===== config.mk =====
export PLATFORM = sky130hd
export DESIGN_NAME = display_scan_controller_flat
export DESIGN_NICKNAME = d
export VERILOG_FILES = /design/src/rtl/display_scan_if.sv /design/src/rtl/display_scan_controller.sv /design/src/flat_wrapper.sv
export SDC_FILE = /design/constraint.sdc
export NUM_CORES = 1
export LEC_CHECK = 0
export CORE_MARGIN = 2
export CORE_UTILIZATION = 50
export DETAILED_ROUTE_END_ITERATION = 16
export PLACE_DENSITY = 0.76
export SLEW_MARGIN = 20
export SYNTH_ARGS = -nofsm -noshare
export SYNTH_HDL_FRONTEND = slang
export SYNTH_SLANG_ARGS = --single-unit
export TNS_END_PERCENT = 5

===== constraint.sdc =====
create_clock -name clk -period 2.47 [get_ports clk]
set_input_delay 0.6175 -clock clk [delete_from_list [all_inputs] [get_ports clk]]
set_output_delay 0.6175 -clock clk [all_outputs]
set_load 0.02 [all_outputs]

===== src/rtl/display_scan_if.sv =====
// rtl/display_scan_if.sv - scan controller value/enable inputs and display pin outputs
interface display_scan_if #(
  parameter int NUM_DIGITS = 4
);
  logic                    en;
  logic [4*NUM_DIGITS-1:0] value;
  logic [NUM_DIGITS-1:0]   dp_mask;
  logic [3:0]              digit_code;
  logic [NUM_DIGITS-1:0]   an;
  logic                    dp_n;
  logic                    frame_start;

  modport master (
    output en, value, dp_mask,
    input  digit_code, an, dp_n, frame_start
  );

  modport slave (
    input  en, value, dp_mask,
    output digit_code, an, dp_n, frame_start
  );
endinterface


===== src/rtl/display_scan_controller.sv =====
// rtl/display_scan_controller.sv - multiplexed 7-segment scan with per-frame snapshot and LZ blanking
module display_scan_controller #(
  parameter int NUM_DIGITS      = 4,
  parameter int TICKS_PER_DIGIT = 100000,
  parameter int BLANK_TICKS     = 1000,
  parameter int LZ_SUPPRESS     = 1
) (
  input logic           clk,
  input logic           rst,
  display_scan_if.slave bus
);
  localparam int MAXT = (TICKS_PER_DIGIT > BLANK_TICKS) ? TICKS_PER_DIGIT : BLANK_TICKS;
  localparam int CW   = $clog2(MAXT + 1);
  localparam int IW   = $clog2(NUM_DIGITS);

  typedef enum logic [1:0] {IDLE, BLANK, SHOW} state_t;

  state_t                  state, state_nxt;
  logic [IW-1:0]           idx, idx_nxt;
  logic [CW-1:0]           cnt, cnt_nxt;
  logic                    take;
  logic [4*NUM_DIGITS-1:0] snap_code, snap_code_nxt, codes_in;
  logic [NUM_DIGITS-1:0]   snap_dp, snap_dp_nxt;
  logic [3:0]              code_nxt;
  logic [NUM_DIGITS-1:0]   an_nxt;
  logic                    dp_n_nxt;
  logic                    lead;
  logic [3:0]              nib;

  // Codes are resolved once per frame so the scan path only indexes a stored vector.
  always_comb begin
    codes_in = '0;
    lead     = (LZ_SUPPRESS != 0);
    nib      = 4'h0;
    for (int i = NUM_DIGITS - 1; i >= 0; i--) begin
      nib = bus.value[4*i +: 4];
      if (nib > 4'd9) begin
        codes_in[4*i +: 4] = 4'hF;
        lead               = 1'b0;
      end else if (nib == 4'd0 && lead && i != 0) begin
        codes_in[4*i +: 4] = 4'hF;
      end else begin
        codes_in[4*i +: 4] = nib;
        if (nib != 4'd0) lead = 1'b0;
      end
    end
  end

  always_comb begin
    state_nxt = state;
    idx_nxt   = idx;
    cnt_nxt   = cnt;
    take      = 1'b0;
    if (!bus.en) begin
      state_nxt = IDLE;
      idx_nxt   = '0;
      cnt_nxt   = '0;
    end else begin
      case (state)
        IDLE: begin
          state_nxt = BLANK;
          idx_nxt   = '0;
          cnt_nxt   = '0;
          take      = 1'b1;
        end
        BLANK: begin
          if (cnt == CW'(BLANK_TICKS - 1)) begin
            state_nxt = SHOW;
            cnt_nxt   = '0;
          end else begin
            cnt_nxt = cnt + CW'(1);
          end
        end
        SHOW: begin
          if (cnt == CW'(TICKS_PER_DIGIT - 1)) begin
            state_nxt = BLANK;
            cnt_nxt   = '0;
            if (idx == IW'(NUM_DIGITS - 1)) begin
              idx_nxt = '0;
              take    = 1'b1;
            end else begin
              idx_nxt = idx + IW'(1);
            end
          end else begin
            cnt_nxt = cnt + CW'(1);
          end
        end
        default: begin
          state_nxt = IDLE;
          idx_nxt   = '0;
          cnt_nxt   = '0;
        end
      endcase
    end

    snap_code_nxt = take ? codes_in : snap_code;
    snap_dp_nxt   = take ? bus.dp_mask : snap_dp;

    // Outputs follow the next state so every pin is a plain register.
    code_nxt = 4'hF;
    an_nxt   = '1;
    dp_n_nxt = 1'b1;
    if (state_nxt != IDLE) code_nxt = snap_code_nxt[4*idx_nxt +: 4];
    if (state_nxt == SHOW) begin
      an_nxt[idx_nxt] = 1'b0;
      dp_n_nxt        = ~snap_dp_nxt[idx_nxt];
    end
  end

  always_ff @(posedge clk or posedge rst) begin
    if (rst) begin
      state           <= IDLE;
      idx             <= '0;
      cnt             <= '0;
      snap_code       <= '0;
      snap_dp         <= '0;
      bus.digit_code  <= 4'hF;
      bus.an          <= '1;
      bus.dp_n        <= 1'b1;
      bus.frame_start <= 1'b0;
    end else begin
      state           <= state_nxt;
      idx             <= idx_nxt;
      cnt             <= cnt_nxt;
      snap_code       <= snap_code_nxt;
      snap_dp         <= snap_dp_nxt;
      bus.digit_code  <= code_nxt;
      bus.an          <= an_nxt;
      bus.dp_n        <= dp_n_nxt;
      bus.frame_start <= take;
    end
  end
endmodule

===== src/flat_wrapper.sv =====
// flat-port wrapper written by rule: the top's interface ports become plain ports
module display_scan_controller_flat 
#(
  parameter int NUM_DIGITS      = 4,
  parameter int TICKS_PER_DIGIT = 100000,
  parameter int BLANK_TICKS     = 1000,
  parameter int LZ_SUPPRESS     = 1
)
  (clk, rst, bus_en, bus_value, bus_dp_mask, bus_digit_code, bus_an, bus_dp_n, bus_frame_start);
  display_scan_if #(.NUM_DIGITS(NUM_DIGITS)) bus_i ();
  input logic clk;
  input logic rst;
  input wire logic [$bits(bus_i.en)-1:0] bus_en;
  input wire logic [$bits(bus_i.value)-1:0] bus_value;
  input wire logic [$bits(bus_i.dp_mask)-1:0] bus_dp_mask;
  output wire logic [$bits(bus_i.digit_code)-1:0] bus_digit_code;
  output wire logic [$bits(bus_i.an)-1:0] bus_an;
  output wire logic [$bits(bus_i.dp_n)-1:0] bus_dp_n;
  output wire logic [$bits(bus_i.frame_start)-1:0] bus_frame_start;
  assign bus_i.en = bus_en;
  assign bus_i.value = bus_value;
  assign bus_i.dp_mask = bus_dp_mask;
  assign bus_digit_code = bus_i.digit_code;
  assign bus_an = bus_i.an;
  assign bus_dp_n = bus_i.dp_n;
  assign bus_frame_start = bus_i.frame_start;
  display_scan_controller #(.NUM_DIGITS(NUM_DIGITS), .TICKS_PER_DIGIT(TICKS_PER_DIGIT), .BLANK_TICKS(BLANK_TICKS), .LZ_SUPPRESS(LZ_SUPPRESS)) u_core (.clk(clk), .rst(rst), .bus(bus_i));
endmodule

==> results by group <==
Placement
  • DPL Wire Length: just over 5 mm
  • GPL Wtd Cong: 0.831
  • Input/output buffers: 32
  • Placed cells: 433

Critical path
  • Critical path's slowest cell: or4bb_4
  • Critical path type: reg -> reg
  • Worst R2R Setup Slack: -0.29 ns
  • Crit-path max FO: 3
  • Critical path endpoint category: register
  • Crit-path cells: or4bb_4 > buf_6 > nor4_4 > mux2i_2 > buf_4 > mux2i_2 > o32ai_2 > or4b_1
  • Depth of the worst register-to-register path: 8
  • Cell mode on critical path: mux2i_2
  • Worst setup SP type: register
  • Worst EP required: 2.69 ns
  • Worst path arrival time: 2.98 ns
  • CP peak stage delay: 0.54 ns

Clocking
  • Clock Latency Late Sink: 0.31 ns
  • CTS clock-pin slew for the worst setup and hold paths: 0.08 ns
  • Clock Tree Root: clkbuf_8
  • CTS Sinks: 51
  • CTS tree: done
  • Num CTS Buffers: 5
  • H-tree Lvls: 2
  • Deepest clock path buffer count: 2
  • Cts hold-fix bufs: 0

STA
  • Final Setup Violations: 7
  • Fmax: 362 MHz
  • Final Hold Viols: 0
  • Period utilisation layout: 1.12
  • Max-slew violations: 0
  • Worst Max-Slew Pin Slew: 0.555 ns
  • Slew Limit Headroom: 0.629
  • Worst Skew: a little over 0.008 ns
  • Final WS setup: -0.290 ns
  • Post-route minimum period: 2.76 ns
  • RSZ-0062 raised after global routing: yes

Drt
  • DR pass1 iterations: 4
  • Met1 WL: 3.02 mm
  • Post-Route WL: 7.10 mm
  • DRC: 0
  • Starting DRT DRC Count: between 150 and 200
  • Wire length on met2: 3.66 mm
  • Met3 wire length: 315 um
  • Vias per cell: 5.58
  • Via count: 2498
  • Top sig layer: met4
  • Routed len/inst: 15.8 um
  • Final antenna-violating net count: 0

Yosys
  • Synthesized flop and latch total: slightly above 50
  • Mapped Cells: 274
  • Post-Syn Area: 2720 um^2
  • Post-synth EDFFs: 0
  • Synth async-reset ratio: 1.00
  • Syn Area/Cell: a little under 10 um^2
  • Post-synthesis cell type count: 56
  • Synthesis Warnings: 0
  • Synth top area cells: dfrtp_1 39%, dfstp_2 8.7%, nor2_1 6.6%
  • Main synth FF type: dfrtp_1
  • Seq/Total Area, Yosys: 0.474
  • Cell taking the most area after synthesis: dfrtp_1
  • Syn_nets: between 300 and 400
  • Share of Yosys cell area claimed by the top area cell type: 0.387

Job
  • Number of max-cap violations: 0

Die
  • Initial core utilization: 0.525
  • Die X: 77.7 um
  • I/O pins: 33
  • Die area: 6040 um^2
  • Die Y: 77.7 um
  • Core box area: 5170 um^2
  • Row Count: 26

Global route
  • GRT Total Usage: 0.238
  • Antenna violations before repair: 0
  • GRT Residual Overflow: 0
  • Largest net degree at the start of global routing: 28
  • Vias in the first global route: about 2.5k
  • First-pass GRT wire length: 11.3 mm

Worst hold path
  • Hold crit path type: reg -> reg
  • Hold Crit Depth: 1

Final layout
  • Area grow syn2layout: 42.6%
  • Layout Nets: 406
  • Most frequent cells in the layout: 67 x buf_4, 48 x nor2_1, 42 x dfrtp_1, 32 x clkdlybuf4s50_1, 17 x a21oi_1
  • Most common cell after layout, fill and taps aside: buf_4
  • ANT cells: 0
  • Fin cells: 448
  • # fillers: approximately 340
  • Share of cells above drive strength 1: 0.312

Power and ir drop
  • Pwr Total: between 1.5 and 2 mW
  • Max rail drop VDD: around 0.00028 V
  • PD cells: 481 nW/um^2
  • Static Leak: 1.63 nW

Status
  • Status: finished with violations
  • Violated checks: negative setup slack
## cells in the mapped netlist, drive strengths merged, types with 2 or more instances
cell,number
a2111o,3
a211oi,10
a21o,2
a21oi,17
a311oi,2
a31oi,2
and2,3
buf,6
clkbuf,4
dfrtp,42
dfstp,9
ha,6
inv,10
mux2,5
mux2i,6
nand2,15
nand2b,5
nand3,9
nand4,6
nand4b,2
nor2,48
nor3,8
nor4,3
o211ai,2
o21ai,6
o21bai,2
o221ai,2
o41ai,3
or4,4
xnor2,6
xor2,10
## final timing paths
path / startpoint / endpoint
setup / recovery: u_core.cnt[5] / u_core.bus.digit_code[0]
hold / removal: u_core.snap_dp[2] / u_core.snap_dp[2]
setup reg to reg: u_core.cnt[5] / u_core.bus.digit_code[0]
hold reg to reg: u_core.snap_dp[2] / u_core.snap_dp[2]
max in group asynchronous: rst / u_core.cnt[6]
min in group asynchronous: rst / u_core.snap_code[9]
## area by class of cell
cell class | instances | area, um^2 | area share
multi-input combinational | 203 | 1440 | 0.372
sequential | 51 | 1290 | 0.333
timing repair buffer | 106 | 920 | 0.238
clock buffer | 8 | 100 | 0.0259
tap | 70 | 87.6 | 0.0226
inverter | 10 | 37.5 | 0.00970
## cells by family after synthesis
logic type	after synthesis	share of synthesized area
flops	51	0.474
buf+inv	20	0.0323
mux	11	0.0442
xor+xnor	16	0.0516
fa+ha+maj	6	0.0276
compound gates	61	0.166
simple gates	109	0.204
## per-layer routing
layer | GRT usage | vias to the layer above
li1 | - | 1195
met1 | 0.295 | 1226
met2 | 0.412 | 64
met3 | 0.0488 | 13
met4 | 0.0786 | 0
met5 | 0 | -
## sequential cells by signal (all words and copies together), names as in the netlist
| register | count |
|---|---|
| u_core.snap_dp | 4 |
| u_core.bus.an | 4 |
| u_core.cnt | 17 |
| u_core.snap_code | 16 |
| u_core.bus.frame_start | 1 |
| u_core.state | 2 |
| u_core.idx | 2 |
| u_core.bus.dp_n | 1 |
| u_core.bus.digit_code | 4 |
## power breakdown
group          total [mW]  internal (mW)  switching, mW
sequential          0.945          0.910         0.0352
combinational       0.393          0.202          0.191
clock               0.523          0.256          0.267
total                1.86           1.37          0.492
## per-stage QoR
stage               hold WS (ns)  setup slack [ns]  TNS, ns  cell area, um^2   util
floorplan                  0.433            -0.186   -0.786             2720      -
global placement           0.465            -0.271    -1.39             3610  0.698
detailed placement         0.482            -0.404    -1.96             3610  0.698
CTS                        0.504            -0.264    -1.42             3800  0.734
global route               0.536            -0.419    -2.09             3870  0.748
finish                     0.519            -0.290    -1.43             3870  0.748
## timing repair
item,4_1_cts,5_1_grt
setup buffers,6,1
setup endpoints to repair,10,14
hold endpoints to repair,0,0
resized for setup,8,15
pin swaps,7,5
## critical path, delay by kind of cell, from the launching register on
kind,cells,cell delay (ns)
AND/OR/NAND/NOR,3,1.34
multiplexers,2,0.52
AO/OA/AOI/OAI,1,0.10
flip-flops,1,0.41
buffers and inverters,2,0.29
Power figures use the tool's default switching activity.
